`src/rtl/fpu_result_buffer_if.sv`:
```
// Handshake bundle between float_alu, the result buffer and the downstream consumer.
// The slave modport is the buffer's view; master is the environment driving it.
interface fpu_result_buffer_if #(
    parameter int DEPTH = 4
);
    localparam int CNT_W = $clog2(DEPTH) + 1;

    logic             alu_valid;
    logic [31:0]      alu_result;
    logic [4:0]       alu_flags;
    logic             alu_ready;
    logic             out_valid;
    logic             out_ready;
    logic [31:0]      out_result;
    logic [4:0]       out_flags;
    logic             sticky_clr;
    logic [4:0]       sticky_flags;
    logic [CNT_W-1:0] count;
    logic [15:0]      retire_cnt;

    modport slave (
        input  alu_valid, alu_result, alu_flags, out_ready, sticky_clr,
        output alu_ready, out_valid, out_result, out_flags, sticky_flags, count, retire_cnt
    );

    modport master (
        output alu_valid, alu_result, alu_flags, out_ready, sticky_clr,
        input  alu_ready, out_valid, out_result, out_flags, sticky_flags, count, retire_cnt
    );
endinterface

```
`src/rtl/fpu_result_buffer.sv`:
```
// First-word fall-through FIFO for float_alu results, with sticky exception
// flag accumulation and a count of retired entries.
module fpu_result_buffer #(
    parameter int DEPTH = 4
) (
    input  logic                 clk,
    input  logic                 rst,
    fpu_result_buffer_if.slave   bus
);
    localparam int PTR_W = $clog2(DEPTH);
    localparam int CNT_W = PTR_W + 1;
    localparam logic [CNT_W-1:0] FULL_COUNT = CNT_W'(DEPTH);

    logic [36:0]      mem [DEPTH];
    logic [PTR_W-1:0] head;
    logic [PTR_W-1:0] tail;
    logic [CNT_W-1:0] count;
    logic [4:0]       sticky_flags;
    logic [15:0]      retire_cnt;
    logic [36:0]      head_entry;

    logic not_full;
    logic not_empty;
    logic push;
    logic pop;

    // Ready/valid come only from registered occupancy, so a full buffer never
    // accepts in the same cycle it frees a slot.
    assign not_full  = (count != FULL_COUNT);
    assign not_empty = (count != '0);
    assign push      = bus.alu_valid && not_full;
    assign pop       = bus.out_ready && not_empty;

    always_ff @(posedge clk) begin
        if (push) begin
            mem[tail] <= {bus.alu_result, bus.alu_flags};
        end
    end

    always_ff @(posedge clk) begin
        if (rst) begin
            head         <= '0;
            tail         <= '0;
            count        <= '0;
            sticky_flags <= '0;
            retire_cnt   <= '0;
        end else begin
            if (push) begin
                tail <= tail + PTR_W'(1);
            end
            if (pop) begin
                head       <= head + PTR_W'(1);
                retire_cnt <= retire_cnt + 16'd1;
            end
            case ({push, pop})
                2'b10:   count <= count + CNT_W'(1);
                2'b01:   count <= count - CNT_W'(1);
                default: count <= count;
            endcase
            // Clear takes effect before this cycle's flags are accumulated.
            sticky_flags <= (bus.sticky_clr ? 5'b0 : sticky_flags)
                          | (push ? bus.alu_flags : 5'b0);
        end
    end

    // Masking with occupancy keeps stale or never-written slots off the outputs.
    assign head_entry       = mem[head];
    assign bus.out_valid    = not_empty;
    assign bus.out_result   = not_empty ? head_entry[36:5] : 32'b0;
    assign bus.out_flags    = not_empty ? head_entry[4:0]  : 5'b0;
    assign bus.alu_ready    = not_full;
    assign bus.count        = count;
    assign bus.sticky_flags = sticky_flags;
    assign bus.retire_cnt   = retire_cnt;
endmodule
```
`src/flat_wrapper.sv`:
```
// flat-port wrapper written by rule: the top's interface ports become plain ports
module fpu_result_buffer_flat 
#(
    parameter int DEPTH = 4
)
  (clk, rst, bus_alu_valid, bus_alu_result, bus_alu_flags, bus_out_ready, bus_sticky_clr, bus_alu_ready, bus_out_valid, bus_out_result, bus_out_flags, bus_sticky_flags, bus_count, bus_retire_cnt);
  fpu_result_buffer_if #(.DEPTH(DEPTH)) bus_i ();
  input  logic clk;
  input  logic rst;
  input wire logic [$bits(bus_i.alu_valid)-1:0] bus_alu_valid;
  input wire logic [$bits(bus_i.alu_result)-1:0] bus_alu_result;
  input wire logic [$bits(bus_i.alu_flags)-1:0] bus_alu_flags;
  input wire logic [$bits(bus_i.out_ready)-1:0] bus_out_ready;
  input wire logic [$bits(bus_i.sticky_clr)-1:0] bus_sticky_clr;
  output wire logic [$bits(bus_i.alu_ready)-1:0] bus_alu_ready;
  output wire logic [$bits(bus_i.out_valid)-1:0] bus_out_valid;
  output wire logic [$bits(bus_i.out_result)-1:0] bus_out_result;
  output wire logic [$bits(bus_i.out_flags)-1:0] bus_out_flags;
  output wire logic [$bits(bus_i.sticky_flags)-1:0] bus_sticky_flags;
  output wire logic [$bits(bus_i.count)-1:0] bus_count;
  output wire logic [$bits(bus_i.retire_cnt)-1:0] bus_retire_cnt;
  assign bus_i.alu_valid = bus_alu_valid;
  assign bus_i.alu_result = bus_alu_result;
  assign bus_i.alu_flags = bus_alu_flags;
  assign bus_i.out_ready = bus_out_ready;
  assign bus_i.sticky_clr = bus_sticky_clr;
  assign bus_alu_ready = bus_i.alu_ready;
  assign bus_out_valid = bus_i.out_valid;
  assign bus_out_result = bus_i.out_result;
  assign bus_out_flags = bus_i.out_flags;
  assign bus_sticky_flags = bus_i.sticky_flags;
  assign bus_count = bus_i.count;
  assign bus_retire_cnt = bus_i.retire_cnt;
  fpu_result_buffer #(.DEPTH(DEPTH)) u_core (.clk(clk), .rst(rst), .bus(bus_i));
endmodule
```
`config.mk`:
```
export PLATFORM = sky130hd
export DESIGN_NAME = fpu_result_buffer_flat
export DESIGN_NICKNAME = d
export VERILOG_FILES = /design/src/rtl/fpu_result_buffer_if.sv /design/src/rtl/fpu_result_buffer.sv /design/src/flat_wrapper.sv
export SDC_FILE = /design/constraint.sdc
export NUM_CORES = 1
export LEC_CHECK = 0
export CAP_MARGIN = 30
export CELL_PAD_IN_SITES_DETAIL_PLACEMENT = 1
export CELL_PAD_IN_SITES_GLOBAL_PLACEMENT = 2
export CORE_MARGIN = 3
export CORE_UTILIZATION = 44
export CTS_BUF_LIST = sky130_fd_sc_hd__clkbuf_4 sky130_fd_sc_hd__clkbuf_8
export DETAILED_ROUTE_END_ITERATION = 8
export GPL_TIMING_DRIVEN = 0
export PLACE_DENSITY = 0.88
export SKIP_CTS_REPAIR_TIMING = 1
export SLEW_MARGIN = 20
export SYNTH_ARGS = -nofsm -noshare
export SYNTH_HDL_FRONTEND = slang
export SYNTH_SLANG_ARGS = --single-unit
```
`constraint.sdc`:
```
create_clock -name clk -period 4.15 [get_ports clk]
set_input_delay 1.245 -clock clk [delete_from_list [all_inputs] [get_ports clk]]
set_output_delay 1.245 -clock clk [all_outputs]
set_load 0.005 [all_outputs]
```
Word level (Yosys, flattened, before mapping). Memories as Yosys holds them, arrays and structs flattened. A register that Yosys moved wholly into a read port is not among the register bits. Cells that the tools add are included.

Input bits: 42. Word-level logic and storage cells: 28. Memories kept: 1. Register bits: 28. Output and inout bits: 63. Memory bits (writable): 148.

$add $sub $neg: 5. Mux-type cells: 9. Equal/unequal tests: 3. Reductions and logical operators: 4. Bitwise logic cells: 1.

Memory list: u_core.mem (words 4, bits a word 37, read ports 1, clocked after memory_dff 1, wr ports 1, RTL line fpu_result_buffer.sv:14) `logic [36:0] mem [DEPTH];`.

Operators with widths (number): 32-bit two-way mux (1); 16-bit by 1-bit adder with 16-bit output (second input constant) (1); 5-bit two-way mux (3); 3-bit one-hot mux with 2 select lines (1); 5-bit bitwise OR (1); 2-bit by 1-bit adder with 2-bit output (second input constant) (2); 2-bit two-way mux (2); 3-bit by 1-bit adder with 3-bit output (second input constant) (1); 3-bit != test (second input constant) (1); 3-bit nonzero test (1); 3-bit by 1-bit subtractor with 3-bit output (second input constant) (1); 2-bit by 1-bit equality test with 1-bit output (second input constant) (1); 2-bit equality test (second input constant) (1); 1-bit logical AND (2); 1-bit two-way mux (2); 2-bit nonzero test (1).

Logic depth before layout (Yosys ltp). Gate-level depths: netlist of the first run.

Word-level depth: 4. Gate-level depth with buffers: 10. Mapped depth without buffers: 9.

Worst setup path after synthesis of the first run. No wires, ideal clock.

Path type: in2reg. Start: input port bus_alu_valid. End: register u_core.count[2], in the netlist u_core.bus.count[2]. Path buffers: 1. Slack: 1.324 ns. Library setup time: 0.070 ns. Cell stages on the path: 9. Data arrival time: 2.756 ns. Required time: 4.080 ns. Cells stage by stage: and2_1 > clkbuf_1 > inv_1 > ha_1 > inv_1 > fa_1 > xor2_1 > or3_1 > a21oi_1.

Cells in the longest elaborated chain, start to end: 3. Elaborated cells on any way between the ends: 5. Those cells by class: 2 x eq/ne; 1 x mux; 2 x reduce/logical.

RTL lines: start, declared (RTL line flat_wrapper.sv:10) `input wire logic [$bits(bus_i.alu_valid)-1:0] bus_alu_valid;`; 1-bit logical AND (*) (RTL line fpu_result_buffer.sv:31) `assign push = bus.alu_valid && not_full;`; 2-bit by 1-bit equality test with 1-bit output or 2-bit equality test (tied branches) (RTL line fpu_result_buffer.sv:55) `case ({push, pop})`; 3-bit one-hot mux with 2 select lines or 2-bit nonzero test (tied branches); end signal, assigned (RTL line fpu_result_buffer.sv:56) `2'b10: count <= count + CNT_W'(1);`; end signal, assigned (RTL line fpu_result_buffer.sv:57) `2'b01: count <= count - CNT_W'(1);`; end signal, assigned (RTL line fpu_result_buffer.sv:58) `default: count <= count;`; end, declared (RTL line fpu_result_buffer.sv:17) `logic [CNT_W-1:0] count;`.

Mark *: on every way between the ends. The rest lies on a longest branch, timed or not. A chain may end at the register's enable or synchronous reset.

==> results.sh, run 1 <==
export IMPL_path_clk_slew_ns=0.09
export IMPL_drtPass1Iterations=4
export IMPL_synth_seq_cells=178
export IMPL_cp_arrival_ns=2.68
export IMPL_hold_viol=0
export IMPL_power_density_nw_per_um2=578
export IMPL_rows=45
export IMPL_placed_area_sq_um=8330
export IMPL_ys_warnings_count=0
export IMPL_ios=105
export IMPL_drt_initial_drc_count=232
export IMPL_rsz0062_at_grt="false"
export IMPL_worstMarginPinSlew_ns=0.643
export IMPL_slew_headroom_pct=57.1
export IMPL_leakage_nw=2.81
export IMPL_cts_sinks=178
export IMPL_initial_core_util_pct=45.2
export IMPL_antenna_cells=0
export IMPL_crit_path_start_kind="register"
export IMPL_end_kind="output pin"
export IMPL_cts_path_max_buffers=2
export IMPL_crit_fanout=10
export IMPL_grt_first_pass_wirelength_microns=23400
export IMPL_place_inst=707
export IMPL_wl_per_cell_microns=19.8
export IMPL_synth_flop_cell="edfxtp_1"
export IMPL_layout_common_cells="edfxtp_1, clkdlybuf4s50_1, nor2b_1"
export IMPL_place_ws_ns=0.495
export IMPL_holdCritPathClass="register to register"
export IMPL_max_cap_viol_count=0
export IMPL_multiInputGateArea_sq_um=1760
export IMPL_drc=0
export IMPL_synth_edff_count=148
export IMPL_synth_area_sq_um=6920
export IMPL_crit_required_ns=2.90
export IMPL_final_cell_area_sq_um=8730
export IMPL_coreArea_sq_um=15300
export IMPL_highest_layer="met4"
export IMPL_syn_inst=389
export IMPL_routabilityCongestion=0.778
export IMPL_max_freq_mhz=255
export IMPL_final_max_slew_viol_count=0
export IMPL_hpwlAfterDp_microns=9790
export IMPL_max_vdd_ir_drop_mv=0.236
export IMPL_fin_ws_ns=0.222
export IMPL_setup_viol=0
export IMPL_synthToLayoutAreaGrowth_pct=26.3
export IMPL_fin_crit_sh_pct=94.6
export IMPL_die_width_microns=131
export IMPL_ys_seq_area_share_pct=72.9
export IMPL_cts_buffers=17
export IMPL_met2_length_microns=7220
export IMPL_grt_max_degree=22
export IMPL_power_mw=5.05
export IMPL_fill_cells=1474
export IMPL_synth_nets=438
export IMPL_antenna_left=0
export IMPL_final_seq_area_sq_um=5040
export IMPL_vias_per_cell=5.16
export IMPL_fp_dieH_microns=131
export IMPL_finalCriticalPeriod_ns=3.93
export IMPL_layout_cells_most_common="edfxtp_1"
export IMPL_root_buffer="clkbuf_8"
export IMPL_port_buffers=103
export IMPL_finalWirelength_microns=14600
export IMPL_wl_met3_microns=860
export IMPL_routedLengthMet1_microns=6420
export IMPL_finalNonFillerCells=739
export IMPL_drive_gt1_share_pct=16.7
export IMPL_grt_use_total_pct=17.7
export IMPL_htreeDepth=4
export IMPL_clk_latency_ns=0.45
export IMPL_cts_tree="done"
export IMPL_grt_antenna_before_repair=0
export IMPL_final_nets=564
export IMPL_outcome="finished, final reports clean"
export IMPL_overflow=0
export IMPL_synthArstFlopShare_pct=0
export IMPL_synth_cell_types=31
export IMPL_route_vias_total=3813
export IMPL_worstSetupPathType="register to output pin"
export IMPL_skew_ns=0.00977
export IMPL_fp_dieArea_sq_um=17300
export IMPL_syn_area_per_cell_sq_um=17.8
export IMPL_first_global_vias=4214
## layout make-up
class	instances	share of cell area [%]
clock buffer	21	3.02
multi-input combinational	184	20.2
buffer	18	0.989
tap	211	3.02
inverter	9	0.387
timing repair buffer	107	13.1
sequential	178	57.8
clock inverter	11	1.58
## flip-flops by register name, indices dropped and copies added, names as in the netlist, named ones only
name                     count
u_core.mem                 148
u_core.bus.retire_cnt       16
u_core.bus.sticky_flags      5
u_core.bus.count             3
u_core.head                  2
u_core.tail                  2
## synthesized netlist by cell type (5+ instances only)
master / number / area share [%]
nor2_1: 21 / 1.1
xor2_1: 8 / 1.0
nand2_1: 9 / 0.49
nand3_1: 6 / 0.43
ha_1: 6 / 1.1
or4_1: 5 / 0.54
dfxtp_1: 30 / 8.7
xnor2_1: 5 / 0.63
edfxtp_1: 148 / 64
and3_1: 6 / 0.54
nor2b_1: 42 / 3.8
clkbuf_1: 12 / 0.65
inv_1: 8 / 0.43
mux4_2: 37 / 12
buf_2: 5 / 0.36
a21oi_1: 15 / 1.1
o31ai_1: 5 / 0.54
## final timing paths
kind	slack, ns	depth (start not counted)	startpoint	to
worst max-delay path	0.22	5	register	bus_out_result[7]
worst min-delay path	0.51	2	u_core.bus.retire_cnt[15]	u_core.bus.retire_cnt[15]
worst max register to register	1.46	10	u_core.bus.count[2]	u_core.bus.count[2]
worst min register to register	0.51	2	u_core.bus.retire_cnt[15]	u_core.bus.retire_cnt[15]
## cell families (layout without fill, tap and decap cells)
family | after synthesis | count (layout) | synth area share, %
DFF | 178 | 178 | 72.9
and+or+nand+nor | 102 | 102 | 8.16
muxes | 38 | 38 | 12.2
buffers and inverters | 27 | 166 | 1.66
AOI/OAI and AO/OA | 24 | 24 | 2.03
xor gates and xnor gates | 13 | 13 | 1.65
adders and majority gates | 7 | 7 | 1.37
## power by group
| group | leakage [nW] | internal (mW) | switching [mW] |
|---|---|---|---|
| Combinational | 1.00 | 0.919 | 0.724 |
| Clock | 0.205 | 0.616 | 0.577 |
| Sequential | 1.60 | 2.13 | 0.0787 |
| Total | 2.81 | 3.67 | 1.38 |
## layer usage
layer,track usage [%],up-vias
li1,-,1746
met4,4.55,0
met5,0,-
met1,23.2,1944
met3,6.05,9
met2,28.9,114
## stage by stage
step | util (%) | hold WS, ns | setup TNS, ns
6_report | 57.0 | 0.511 | 0
3_5_place_dp | 54.4 | 0.494 | 0
2_1_floorplan | - | 0.468 | 0
5_1_grt | 57.0 | 0.539 | 0
4_1_cts | 57.0 | 0.514 | -0.315
3_3_place_gp | 53.6 | 0.467 | 0
## critical path, stage by stage, from the launching register on
cell and delay, ns:
dfxtp_1 0.31, buf_2 0.29, buf_2 0.42, mux4_2 0.57, nor2b_1 0.16, clkdlybuf4s50_1 0.48
Power figures use the tool's default switching activity.
==> inputs of run 2 (changes only) <==
--- a/config.mk
+++ b/config.mk
@@ -9,11 +9,13 @@
 export CELL_PAD_IN_SITES_DETAIL_PLACEMENT = 1
 export CELL_PAD_IN_SITES_GLOBAL_PLACEMENT = 2
 export CORE_MARGIN = 3
-export CORE_UTILIZATION = 44
+export CORE_UTILIZATION = 52
 export CTS_BUF_LIST = sky130_fd_sc_hd__clkbuf_4 sky130_fd_sc_hd__clkbuf_8
 export DETAILED_ROUTE_END_ITERATION = 8
+export DONT_BUFFER_PORTS = 1
 export GPL_TIMING_DRIVEN = 0
 export PLACE_DENSITY = 0.88
+export RECOVER_POWER = 50
 export SKIP_CTS_REPAIR_TIMING = 1
 export SLEW_MARGIN = 20
 export SYNTH_ARGS = -nofsm -noshare
==> run 2 against run 1 <==
Routed wire length decreased by 7.7%; clock-buffer cell count decreased by 2; worst setup slack improved by 0.26 ns; design area decreased by 13%; core utilization up 2.1 points; power fell by 13%; clock power decreased by 8%; critical path depth down 1; final cell count fell by 19%; critical path type unchanged; critical endpoint is now bus_out_result[21].
==> results.sh, run 2 (synthesis results as in run 1) <==
export IMPL_fill_cells=1169
export IMPL_coreArea_sq_um=12800
export IMPL_cts_tree="done"
export IMPL_synthToLayoutAreaGrowth_pct=9.70
export IMPL_max_freq_mhz=273
export IMPL_ios=105
export IMPL_fin_crit_sh_pct=88.4
export IMPL_crit_fanout=10
export IMPL_rows=41
export IMPL_place_ws_ns=0.936
export IMPL_drt_initial_drc_count=296
export IMPL_reg_top3="u_core.mem (148), u_core.bus.retire_cnt (16), u_core.bus.sticky_flags (5)"
export IMPL_hold_viol=0
export IMPL_finalCriticalPeriod_ns=3.67
export IMPL_layout_common_cells="edfxtp_1, nor2b_1, mux4_2"
export IMPL_first_global_vias=3828
export IMPL_power_density_nw_per_um2=580
export IMPL_end_kind="output pin"
export IMPL_final_cell_area_sq_um=7590
export IMPL_setup_viol=0
export IMPL_crit_top_cell="clkbuf_1"
export IMPL_fp_dieH_microns=121
export IMPL_fp_dieArea_sq_um=14700
export IMPL_max_stage_delay_ns=0.58
export IMPL_slew_headroom_pct=12.9
export IMPL_overflow=0
export IMPL_die_width_microns=121
export IMPL_drive_gt1_share_pct=18.4
export IMPL_wl_per_cell_microns=22.6
export IMPL_final_max_slew_viol_count=0
export IMPL_grt_first_pass_wirelength_microns=21400
export IMPL_outcome="finished, final reports clean"
export IMPL_tns_ns=0
export IMPL_rsz0062_at_grt="false"
export IMPL_antenna_left=0
export IMPL_reg2reg_depth=10
export IMPL_worstMarginPinSlew_ns=1.31
export IMPL_hold_path_cell_count=2
export IMPL_vias_per_cell=5.70
export IMPL_finalWirelength_microns=13500
export IMPL_antenna_cells=0
export IMPL_leakage_nw=2.39
export IMPL_layout_cells_most_common="edfxtp_1"
export IMPL_path_cells="clkbuf_1 -> clkbuf_1 -> mux4_2 -> nor2b_1"
export IMPL_final_nets=461
export IMPL_cts_sinks=178
export IMPL_timing_critical_path_buf_inv=2
export IMPL_cp_arrival_ns=2.42
export IMPL_power_mw=4.40
export IMPL_slowest_stage="clkbuf_1"
export IMPL_clk_latency_ns=0.46
export IMPL_grt_max_degree=23
export IMPL_worstSetupPathType="register to output pin"
export IMPL_max_vdd_ir_drop_mv=0.275
export IMPL_fin_ws_ns=0.481
export IMPL_regMostFlops="u_core.mem"
export IMPL_largest_reg_flops=148
export IMPL_root_buffer="clkbuf_8"
export IMPL_route_vias_total=3405
export IMPL_path_clk_slew_ns=0.09
export IMPL_htreeDepth=4
export IMPL_initial_core_util_pct=53.9
export IMPL_crit_required_ns=2.90
export IMPL_hpwlAfterDp_microns=9300
export IMPL_routabilityCongestion=0.721
export IMPL_crit_cells=4
export IMPL_path_delay_family="buffers and inverters"
export IMPL_drtPass1Iterations=5
export IMPL_cts_buffers=17
export IMPL_grt_use_total_pct=19.9
export IMPL_port_buffers=0
export IMPL_drc=0
export IMPL_crit_path_start_kind="register"
export IMPL_holdCritPathClass="register to register"
export IMPL_cts_path_max_buffers=2
export IMPL_skew_ns=0.00985
export IMPL_grt_antenna_before_repair=0
export IMPL_max_cap_viol_count=0
export IMPL_placed_area_sq_um=7230
==> run 2: cell count changes in the layout (fill, tap and decap cells not counted), sizes merged <==
cell / before / now
clkdlybuf4s50: 103 / 0
clkbuf: 33 / 31
clkinv: 6 / 10
bufinv: 3 / 1
==> run 2: metal layers <==
layer  vias up  wire (microns)  GRT usage [%]
met5         -               0              0
met4         0             199           7.35
met3        15            1010           7.51
met2        99            7130           33.4
met1      1753            5160           23.4
li1       1538               -              -
==> run 2: cell type report <==
| type | instances | area, sq um | share of cell area [%] |
|---|---|---|---|
| Inverter | 9 | 33.8 | 0.445 |
| Clock inverter | 13 | 115 | 1.52 |
| Tap cell | 172 | 215 | 2.84 |
| Clock buffer | 19 | 249 | 3.28 |
| Multi-Input combinational cell | 184 | 1750 | 23.1 |
| Sequential cell | 178 | 5040 | 66.5 |
| Buffer | 18 | 81.3 | 1.07 |
| Timing Repair Buffer | 4 | 95.1 | 1.25 |
==> run 2: through the flow <==
stage | std cells | hold slack [ns] | utilization, %
6_report | 597 | 0.523 | 59.2
2_1_floorplan | 389 | 0.468 | -
5_1_grt | 597 | 0.558 | 59.2
4_1_cts | 597 | 0.540 | 59.2
3_3_place_gp | 561 | 0.498 | 55.6
3_5_place_dp | 565 | 0.524 | 56.4
==> run 2: tightest hold or removal path, delay by kind of cell (launching register included) <==
kind	cells	cell delay (ns)
flops	1	0.35
compound gates	2	0.14
==> run 2: where the power goes <==
part | total, mW | internal, mW | leakage [nW] | switching, mW
Clock | 1.09 | 0.485 | 0.182 | 0.606
Sequential | 2.21 | 2.14 | 1.60 | 0.0767
Combinational | 1.10 | 0.479 | 0.607 | 0.621
Total | 4.40 | 3.10 | 2.39 | 1.30
==> run 2: final timing paths <==
path / from / end / slack, ns
worst max register to register: u_core.bus.count[2] / u_core.bus.count[2] / 1.37
worst max-delay path: register / bus_out_result[21] / 0.48
worst min register to register: u_core.bus.retire_cnt[15] / u_core.bus.retire_cnt[15] / 0.52
worst min-delay path: u_core.bus.retire_cnt[15] / u_core.bus.retire_cnt[15] / 0.52
==> inputs of run 3 (changes only) <==
--- a/config.mk
+++ b/config.mk
@@ -16,7 +16,6 @@
 export GPL_TIMING_DRIVEN = 0
 export PLACE_DENSITY = 0.88
 export RECOVER_POWER = 50
-export SKIP_CTS_REPAIR_TIMING = 1
 export SLEW_MARGIN = 20
 export SYNTH_ARGS = -nofsm -noshare
 export SYNTH_HDL_FRONTEND = slang
==> results of run 3 <==
Final layout, timing and power as in run 2 (identical DEF).
